<file path="src/rtl/card_dealer.sv">
// card_dealer -- deals unique cards 1..52 from a single deck.
//
// Each deal draws random values from an external RNG (next_int / rand_int
// handshake) and rejects out-of-range values and cards already dealt. After
// MAX_TRIES rejected draws it scans the deck linearly from the last draw, so
// every deal completes in bounded time.
//
// Ports:
//   clock       system clock, all logic on posedge
//   reset       synchronous, active-high
//   deal_req    request one card (sampled only while idle)
//   new_deck    return all cards to the deck, aborts a deal in progress
//   rand_int    random value from the RNG
//   next_int    one-cycle request pulse to the RNG
//   min_n       RNG lower bound, constant 1
//   max_n       RNG upper bound (exclusive), constant 53
//   card        last dealt card 1..52, 0 = none since reset/new_deck
//   card_valid  one-cycle pulse, card updated this cycle
//   deal_err    one-cycle pulse, deal_req while the deck is empty
//   busy        high whenever a deal is in progress
//   cards_left  undealt cards, 0..52
//   deck_empty  high when cards_left == 0
module card_dealer #(
   parameter int RNG_LATENCY = 2,
   parameter int MAX_TRIES   = 8
) (
   input  logic        clock,
   input  logic        reset,
   input  logic        deal_req,
   input  logic        new_deck,
   input  logic [15:0] rand_int,
   output logic        next_int,
   output logic [15:0] min_n,
   output logic [15:0] max_n,
   output logic [5:0]  card,
   output logic        card_valid,
   output logic        deal_err,
   output logic        busy,
   output logic [5:0]  cards_left,
   output logic        deck_empty
);

   typedef enum logic [2:0] {S_IDLE, S_REQ, S_WAIT, S_CHECK, S_SCAN} state_t;

   // tries_q counts draws already rejected in this deal; the last allowed
   // draw is the one seen with tries_q == MAX_TRIES-1.
   localparam int TRY_W  = (MAX_TRIES   > 1) ? $clog2(MAX_TRIES)   : 1;
   localparam int WAIT_W = (RNG_LATENCY > 1) ? $clog2(RNG_LATENCY) : 1;
   localparam logic [TRY_W-1:0]  TRY_LAST  = TRY_W'(MAX_TRIES - 1);
   localparam logic [WAIT_W-1:0] WAIT_LAST = WAIT_W'(RNG_LATENCY - 1);

   state_t            state_q, state_d;
   logic [51:0]       dealt_q, dealt_d;
   logic [5:0]        cards_left_q, cards_left_d;
   logic [5:0]        card_q, card_d;
   logic [5:0]        idx_q, idx_d;
   logic [TRY_W-1:0]  tries_q, tries_d;
   logic [WAIT_W-1:0] wait_q, wait_d;
   logic              card_valid_q, card_valid_d;
   logic              deal_err_q, deal_err_d;

   logic [63:0] dealt_ext;
   logic        rand_in_range;
   logic        rand_free;
   logic        idx_free;
   logic        do_deal;
   logic [5:0]  pick;

   // Bitmap padded to 64 bits so any 6-bit index stays in range; bit k-1
   // holds card k.
   assign dealt_ext     = {12'd0, dealt_q};
   assign rand_in_range = (rand_int >= 16'd1) && (rand_int <= 16'd52);
   assign rand_free     = rand_in_range && !dealt_ext[rand_int[5:0] - 6'd1];
   assign idx_free      = !dealt_ext[idx_q - 6'd1];

   // State register
   always_ff @(posedge clock) begin
      if (reset) begin
         state_q      <= S_IDLE;
         // NOTE: the bitmap is the deck itself, not scratch storage, so it
         // must be cleared by reset like any other control state.
         dealt_q      <= '0;
         cards_left_q <= 6'd52;
         card_q       <= '0;
         idx_q        <= 6'd1;
         tries_q      <= '0;
         wait_q       <= '0;
         card_valid_q <= 1'b0;
         deal_err_q   <= 1'b0;
      end else begin
         // NOTE: non-blocking here so every flop samples pre-edge values.
         state_q      <= state_d;
         dealt_q      <= dealt_d;
         cards_left_q <= cards_left_d;
         card_q       <= card_d;
         idx_q        <= idx_d;
         tries_q      <= tries_d;
         wait_q       <= wait_d;
         card_valid_q <= card_valid_d;
         deal_err_q   <= deal_err_d;
      end
   end

   // Next-state and datapath
   always_comb begin
      // NOTE: every signal gets a default first, so no path leaves one
      // unassigned and no latch is inferred.
      state_d      = state_q;
      dealt_d      = dealt_q;
      cards_left_d = cards_left_q;
      card_d       = card_q;
      idx_d        = idx_q;
      tries_d      = tries_q;
      wait_d       = wait_q;
      card_valid_d = 1'b0;
      deal_err_d   = 1'b0;
      do_deal      = 1'b0;
      pick         = rand_int[5:0];

      case (state_q)
         S_IDLE: begin
            if (deal_req) begin
               if (cards_left_q != 6'd0) begin
                  state_d = S_REQ;
                  tries_d = '0;
               end else begin
                  deal_err_d = 1'b1;
               end
            end
         end
         S_REQ: begin
            state_d = S_WAIT;
            wait_d  = '0;
         end
         S_WAIT: begin
            if (wait_q == WAIT_LAST) state_d = S_CHECK;
            else                     wait_d  = wait_q + WAIT_W'(1);
         end
         S_CHECK: begin
            if (rand_free) begin
               do_deal = 1'b1;
               pick    = rand_int[5:0];
            end else if (tries_q == TRY_LAST) begin
               // Scan starts at the last drawn card, or card 1 if the draw
               // was out of range.
               state_d = S_SCAN;
               idx_d   = rand_in_range ? rand_int[5:0] : 6'd1;
            end else begin
               tries_d = tries_q + TRY_W'(1);
               state_d = S_REQ;
            end
         end
         S_SCAN: begin
            if (idx_free) begin
               do_deal = 1'b1;
               pick    = idx_q;
            end else begin
               idx_d = (idx_q == 6'd52) ? 6'd1 : idx_q + 6'd1;
            end
         end
         default: state_d = S_IDLE;
      endcase

      if (do_deal) begin
         dealt_d      = dealt_q | (52'd1 << (pick - 6'd1));
         card_d       = pick;
         cards_left_d = cards_left_q - 6'd1;
         card_valid_d = 1'b1;
         state_d      = S_IDLE;
      end

      // A fresh deck overrides whatever the FSM was doing this cycle.
      if (new_deck) begin
         state_d      = S_IDLE;
         dealt_d      = '0;
         cards_left_d = 6'd52;
         card_d       = '0;
         card_valid_d = 1'b0;
         deal_err_d   = 1'b0;
      end
   end

   // Outputs
   always_comb begin
      next_int = (state_q == S_REQ);
      busy     = (state_q != S_IDLE);
   end

   assign min_n      = 16'd1;
   assign max_n      = 16'd53;
   assign card       = card_q;
   assign card_valid = card_valid_q;
   assign deal_err   = deal_err_q;
   assign cards_left = cards_left_q;
   assign deck_empty = (cards_left_q == 6'd0);

endmodule
</file>
<file path="config.mk">
export PLATFORM = sky130hd
export DESIGN_NAME = card_dealer
export DESIGN_NICKNAME = d
export VERILOG_FILES = /design/src/rtl/card_dealer.sv
export SDC_FILE = /design/constraint.sdc
export NUM_CORES = 1
export LEC_CHECK = 0
export CAP_MARGIN = 20
export CORE_UTILIZATION = 43
export DETAILED_ROUTE_END_ITERATION = 8
export PLACE_DENSITY_LB_ADDON = 0.05
export RECOVER_POWER = 50
export SLEW_MARGIN = 20
export SYNTH_ARGS = -nofsm -noshare
export SYNTH_HDL_FRONTEND = slang
export SYNTH_SLANG_ARGS = --single-unit
</file>
<file path="constraint.sdc">
create_clock -name clock -period 6.6 [get_ports clock]
set_clock_uncertainty 0.1 [all_clocks]
set_input_delay 1.32 -clock clock [delete_from_list [all_inputs] [get_ports clock]]
set_output_delay 1.32 -clock clock [all_outputs]
set_load 0.01 [all_outputs]
</file>
## Word level (Yosys, flattened, before mapping)

Index checks and enable logic that the tools add are counted.

- Memory bits (writable): 0
- Bits in latches: 0
- Output and inout bits: 49
- Flip-flop bits (word level): 79
- Bits of input ports: 20
- Logic and storage cells: 84
- Memories kept: 0
- Bits in read-only memories: 0

- Shift operators: 1
- Equal/unequal tests: 13
- Div/mod/pow operators: 0
- Reduce and logical (&&, ||, !) cells: 16
- $add $sub $neg: 7
- $mul: 0
- Bitwise operators: 4
- Magnitude comparators: 4
- Mux-type cells: 30

Operators with widths:

| cell | number |
|---|---|
| $or 52x52->52 | 1 |
| $shl 1x6->52 const A | 1 |
| $mux 6 | 7 |
| $mux 3 | 9 |
| $sub 6x1->6 const B | 4 |
| $ge 16x1->1 const B | 1 |
| $le 16x6->1 const B | 1 |
| $pmux 3 s5 | 1 |
| $lt 6x7->1 const B | 2 |
| $ne 2x2->1 const B | 7 |
| $bmux 1 s6 | 2 |
| $pmux 6 s2 | 1 |
| $reduce_and 5->1 | 2 |
| $mux 1 | 7 |
| $add 6x1->6 const B | 1 |
| $eq 3x2->1 const B | 2 |
| $eq 3x3->1 const B | 2 |
| $eq 6x6->1 const B | 1 |
| $logic_not 6->1 | 1 |
| $pmux 3 s2 | 1 |
| $reduce_bool 2->1 | 3 |
| $reduce_bool 6->1 | 1 |
| $pmux 1 s2 | 2 |
| $reduce_and 4->1 | 1 |
| 11 further kinds | 14 |

## Logic depth before layout (Yosys ltp)

- Word-level depth: 8
- Depth in mapped cells: 19
- Mapped depth without buffers: 15

## Worst setup path after synthesis

OpenSTA, ideal clock, no wires.

- Kind: register -> register
- From: register idx_q[0]
- To: register dealt_q[0]
- Setup slack: 1.753 ns
- Data required time: 6.430 ns
- Setup time: 0.070 ns
- Stages on the path, launching flop included: 18
- Path buffers: 5
- Clock period less this slack: 4.847 ns
- Arrival time: 4.676 ns
- Cell sequence: dfxtp_1 buf_2 clkinv_1 ha_1 buf_2 buf_1 mux4_2 mux2_2 a221oi_1 a21o_1 nand2_1 buf_2 mux2_1 ha_1 and2_1 clkbuf_1 o2111ai_1 o21ai_1

- Cells in the longest elaborated chain, start to end: 8
- Elaborated cells on any way between the ends: 10
- Classes of those cells: add/sub: 2; shift: 1; mux: 6; bitwise: 1

RTL lines:

| what | line | source |
|---|---|---|
| from (decl) | 56 | `logic [5:0] idx_q, idx_d;` |
| from (signal assigned) | 96 | `idx_q <= idx_d;` |
| $sub 6x1->6 | 74 | `assign idx_free = !dealt_ext[idx_q - 6'd1];` |
| $bmux 1 s6 | 74 |  |
| $mux 1 (implied by the code) | 74 |  |
| $mux 6 | 154 | `if (idx_free) begin` |
| $mux 6 | n/a |  |
| $sub 6x1->6 | 165 | `dealt_d = dealt_q \| (52'd1 << (pick - 6'd1));` |
| $shl 1x6->52 | 165 |  |
| $or 52x52->52 | 165 |  |
| to (signal assigned) | 93 | `dealt_q <= dealt_d;` |
| to (decl) | 53 | `logic [51:0] dealt_q, dealt_d;` |

Several ways; a longest one is shown, not always the timed one. The select of a mux whose other input is x is not followed.
A chain may end at the register's enable or synchronous reset.

## Worst setup path after layout

- From: input port rand_int[0]
- To: register idx_q[2]

- Cells in the longest elaborated chain, start to end: 7
- Elaborated cells on any way between the ends: 14
- Classes of those cells: add/sub: 1; order compare: 2; eq/ne: 1; mux: 6; reduce/logical: 4

RTL lines:

| what | line | source |
|---|---|---|
| from (decl) | 31 | `input logic [15:0] rand_int,` |
| $sub 6x1->6 | 73 | `assign rand_free = rand_in_range && !dealt_ext[rand_int[5:0] - 6'd1];` |
| $bmux 1 s6 | 73 |  |
| $mux 1 (implied by the code) | 73 |  |
| $logic_not 1->1 | 73 |  |
| $logic_and 1x1->1 | 73 |  |
| $ne 2x2->1 (no line) | n/a |  |
| $reduce_and 4->1 (no line) | n/a |  |

Several ways; a longest one is shown, not always the timed one. The select of a mux whose other input is x is not followed.

==> run_results.csv <==
group,metric,value,unit
synthesis,yosys_warnings,0,
floorplan,die_y,114,um
clocking,cts-buffers-inserted,9,
timing,period_minus_slack,5.81,ns
clocking,clk_pin_slew,0.07,ns
clocking,insertion_delay,0.36,ns
cells_and_area,most_frequent_cells_in_the_layout,"sky130_fd_sc_hd__dfxtp_1 (79), sky130_fd_sc_hd__nand2_1 (57), sky130_fd_sc_hd__nor2_1 (40)",
setup_path,critPathSlowestCell,"sky130_fd_sc_hd__o21ai_1",
global_route,grt_pass1_wl,26700,um
placement,io_buffers,36,
clocking,cts_resized,0,
floorplan,io_pins,69,
clocking,tritoncts_num_sinks,79,
worst_hold_path,hold_path_class,"reg2reg",
setup_path,worst_setup_path_start_kind,"primary input",
cells_and_area,area_growth_syn_to_layout,11.2,%
cells_and_area,final_cells,809,
synthesis,ys_seq_elements,79,
timing,setup_viol,0,
setup_path,arrival,5.96,ns
timing,timing.final.hold_violations,0,
route,first_pass_iters,5,
global_route,all_layer_global_routing_usage,28.1,%
job,drv.max_cap_violation_count,2,
synthesis,synthArstFlopShare,0,%
timing,final-max-slew-violation-count,50,
power_and_ir_drop,power.static_leakage,2.16,nW
placement,detailed_place_hpwl,12900,um
setup_path,worst_ep_required_time,6.75,ns
global_route,gr-usage-met1,38.3,%
global_route,antenna_violations_before_repair,0,
route,route.antenna.remaining_nets,0,
global_route,first_global_vias,4557,
cells_and_area,n_antenna_cell,0,
setup_path,critical_path_max_stage_delay,0.90,ns
synthesis,yosys_most_used_dff,"sky130_fd_sc_hd__dfxtp_1",
floorplan,design.die.area,0.0130,mm^2
global_route,gr-usage-met3,6.11,%
setup_path,setup.worst_path.end_class,"flop",
placement,dp_cells,793,
route,detailroute.via_count,4937,
floorplan,core_area,0.0121,mm^2
timing,unrepaired_setup_endpoints_after_global_routing,"no",
setup_path,worst-setup-path-type,"in2reg",
synthesis,synth-seq-area-share,29.4,%
cells_and_area,commonest_non_fill_non_tap_cell_in_the_layout,"sky130_fd_sc_hd__dfxtp_1",
synthesis,number_of_flops_mapped_to_enable_cells_by_yosys,0,
cells_and_area,final_layout_size_suffix_gt1_share,9.67,%
global_route,use_met2,43.2,%
setup_path,timing.critical_path.cells,"dlygate4sd3_1 > inv_1 > ha_1 > clkbuf_1 > mux4_2 > mux2i_1 > o21ai_0 > o211a_1 > a311o_1 > o21ai_1 > a21oi_1 > a32o_1",
timing,worst_slew_pin_slew,2.08,ns
clocking,clock_tree_from_tritoncts,"built",
power_and_ir_drop,power_per_cell_area,179,mW/mm^2
clocking,cts_post_setup_buffers_inserted,0,
clocking,post_cts_hold_buffer_count,0,
clocking,clock_tree.htree_level_count,3,
power_and_ir_drop,peak_supply_drop,0.000102,V
global_route,grt_overflow_total,0,
placement,place_congestion,0.928,
route,drc,0,
route,drt-total-wl,17500,um
setup_path,worst-path-max-fanout,18,
route,detail_route.wl_per_cell,21.6,um
route,via_per_inst,6.10,
route,detail_route.iter0.violations,526,
setup_path,cp_top_family,"compound AO/OA/AOI/OAI gates",
synthesis,synth_cell_type_count,70,
timing,setup_total_negative_slack,0,ns
clocking,clock_tree.root_cell,"sky130_fd_sc_hd__clkbuf_16",
timing,worst_slew_margin_rel,-38.4,%
synthesis,post_synth.cell_area_avg,8.63,um^2
floorplan,start_util,44.5,%
floorplan,row_count,40,
run_status,failed_checks,"capacitance limit, slew limit",
global_route,globalRoute.busiestLayer,"met2",
run_status,run_status,"finished, violations left",
synthesis,syn-cell-area,0.00539,mm^2
cells_and_area,final_net_count,667,
floorplan,die_w,114,um
timing,layout_worst_path_cycle_share,88.1,%
timing,fmax,0.172,GHz
setup_path,critical_path.n_buffers_inverters,3,
synthesis,syn-instance-count,624,
clocking,cts_max_path_buffers,2,
global_route,grt_max_degree,48,
-- flip-flops by register name, summed over array words and instances (netlist names) --
register and count:
cards_left 6, idx_q 6, wait_q 1, card_valid 1
state_q 3, card 6, deal_err 1, tries_q 3
dealt_q 52
-- through the flow --
stage	utilization, %	hold WS (ns)	power [mW]	area [um^2]	setup WS (ns)
3_3_place_gp	47.3	0.345	0.593	5730	1.16
5_1_grt	49.5	0.375	1.11	5990	0.526
3_5_place_dp	47.3	0.352	0.593	5730	1.10
2_1_floorplan	-	0.332	0.570	5500	1.75
4_1_cts	49.7	0.362	1.08	6020	1.28
6_report	49.5	0.361	1.07	5990	0.786
-- cell families after synthesis --
kind of cell               after synthesis  synth area share [%]
AOI/OAI and AO/OA                      174                  23.4
xor gates and xnor gates                10                  1.77
adders and majority gates               11                  2.56
buffers and inverters                  104                  9.99
DFF                                     79                  29.4
muxes                                   51                  15.0
other                                    2                 0.139
and+or+nand+nor                        193                  17.8
-- Yosys cell counts, types with 5 or more instances --
| library cell | count | share of area, % |
|---|---|---|
| sky130_fd_sc_hd__buf_4 | 32 | 4.5 |
| sky130_fd_sc_hd__nand3b_1 | 5 | 0.70 |
| sky130_fd_sc_hd__a21oi_1 | 38 | 3.5 |
| sky130_fd_sc_hd__o21ai_1 | 8 | 0.74 |
| sky130_fd_sc_hd__nor3_1 | 20 | 1.9 |
| sky130_fd_sc_hd__a32o_1 | 16 | 3.0 |
| sky130_fd_sc_hd__mux2i_1 | 22 | 4.1 |
| sky130_fd_sc_hd__clkbuf_1 | 32 | 2.2 |
| sky130_fd_sc_hd__xnor2_1 | 6 | 0.98 |
| sky130_fd_sc_hd__dfxtp_1 | 79 | 29 |
| sky130_fd_sc_hd__a22o_1 | 10 | 1.6 |
| sky130_fd_sc_hd__nand3_1 | 12 | 1.1 |
| sky130_fd_sc_hd__o21a_1 | 5 | 0.70 |
| sky130_fd_sc_hd__or3_1 | 10 | 1.2 |
| sky130_fd_sc_hd__and3_1 | 5 | 0.58 |
| sky130_fd_sc_hd__nand4_1 | 5 | 0.58 |
| sky130_fd_sc_hd__a31oi_1 | 5 | 0.58 |
| sky130_fd_sc_hd__ha_1 | 11 | 2.6 |
| sky130_fd_sc_hd__nand2_1 | 56 | 3.9 |
| sky130_fd_sc_hd__o21ai_0 | 14 | 1.3 |
| sky130_fd_sc_hd__o211ai_1 | 17 | 2.4 |
| sky130_fd_sc_hd__a211oi_1 | 13 | 1.8 |
| sky130_fd_sc_hd__o31ai_1 | 13 | 1.8 |
| sky130_fd_sc_hd__nor2_1 | 41 | 2.9 |
| sky130_fd_sc_hd__inv_1 | 24 | 1.7 |
| sky130_fd_sc_hd__buf_2 | 10 | 0.93 |
| sky130_fd_sc_hd__nor4_1 | 11 | 1.3 |
| sky130_fd_sc_hd__mux4_2 | 23 | 9.6 |
-- final timing paths --
| path | depth (start not counted) | from | endpoint | slack [ns] |
|---|---|---|---|---|
| max reg2reg | 14 | idx_q[1] | dealt_q[24] | 0.82 |
| max | 12 | rand_int[0] | idx_q[2] | 0.79 |
| min | 2 | tries_q[1] | tries_q[1] | 0.36 |
| min reg2reg | 2 | tries_q[1] | tries_q[1] | 0.36 |
-- routing by layer --
metal / routed length, um / part of all wire, % / up-vias
met4: 513 / 2.9 / 0
met1: 7690 / 44 / 2349
met2: 7850 / 45 / 243
met3: 1430 / 8.2 / 41
li1: - / - / 2304
met5: 0 / 0 / -
-- where the power goes --
group | switching (mW) | internal (mW)
sequential | 0.00113 | 0.477
clock | 0.220 | 0.270
combinational | 0.0710 | 0.0339
total | 0.292 | 0.781
-- worst min-delay path, delay by kind of cell (launching register included) --
kind | cells | cell delay, ns
flip-flops | 1 | 0.31
AO/OA/AOI/OAI | 1 | 0.05
AND/OR/NAND/NOR | 1 | 0.06
-- area by class of cell --
| class | count | area (um^2) |
|---|---|---|
| Clock buffer | 10 | 239 |
| Clock inverter | 6 | 52.6 |
| Fill cell | 1206 | 6120 |
| Inverter | 25 | 93.8 |
| Multi-Input combinational cell | 471 | 3350 |
| Sequential cell | 79 | 1580 |
| Tap cell | 168 | 210 |
| Timing Repair Buffer | 50 | 462 |
No activity file was read; power rests on OpenSTA's default activity.
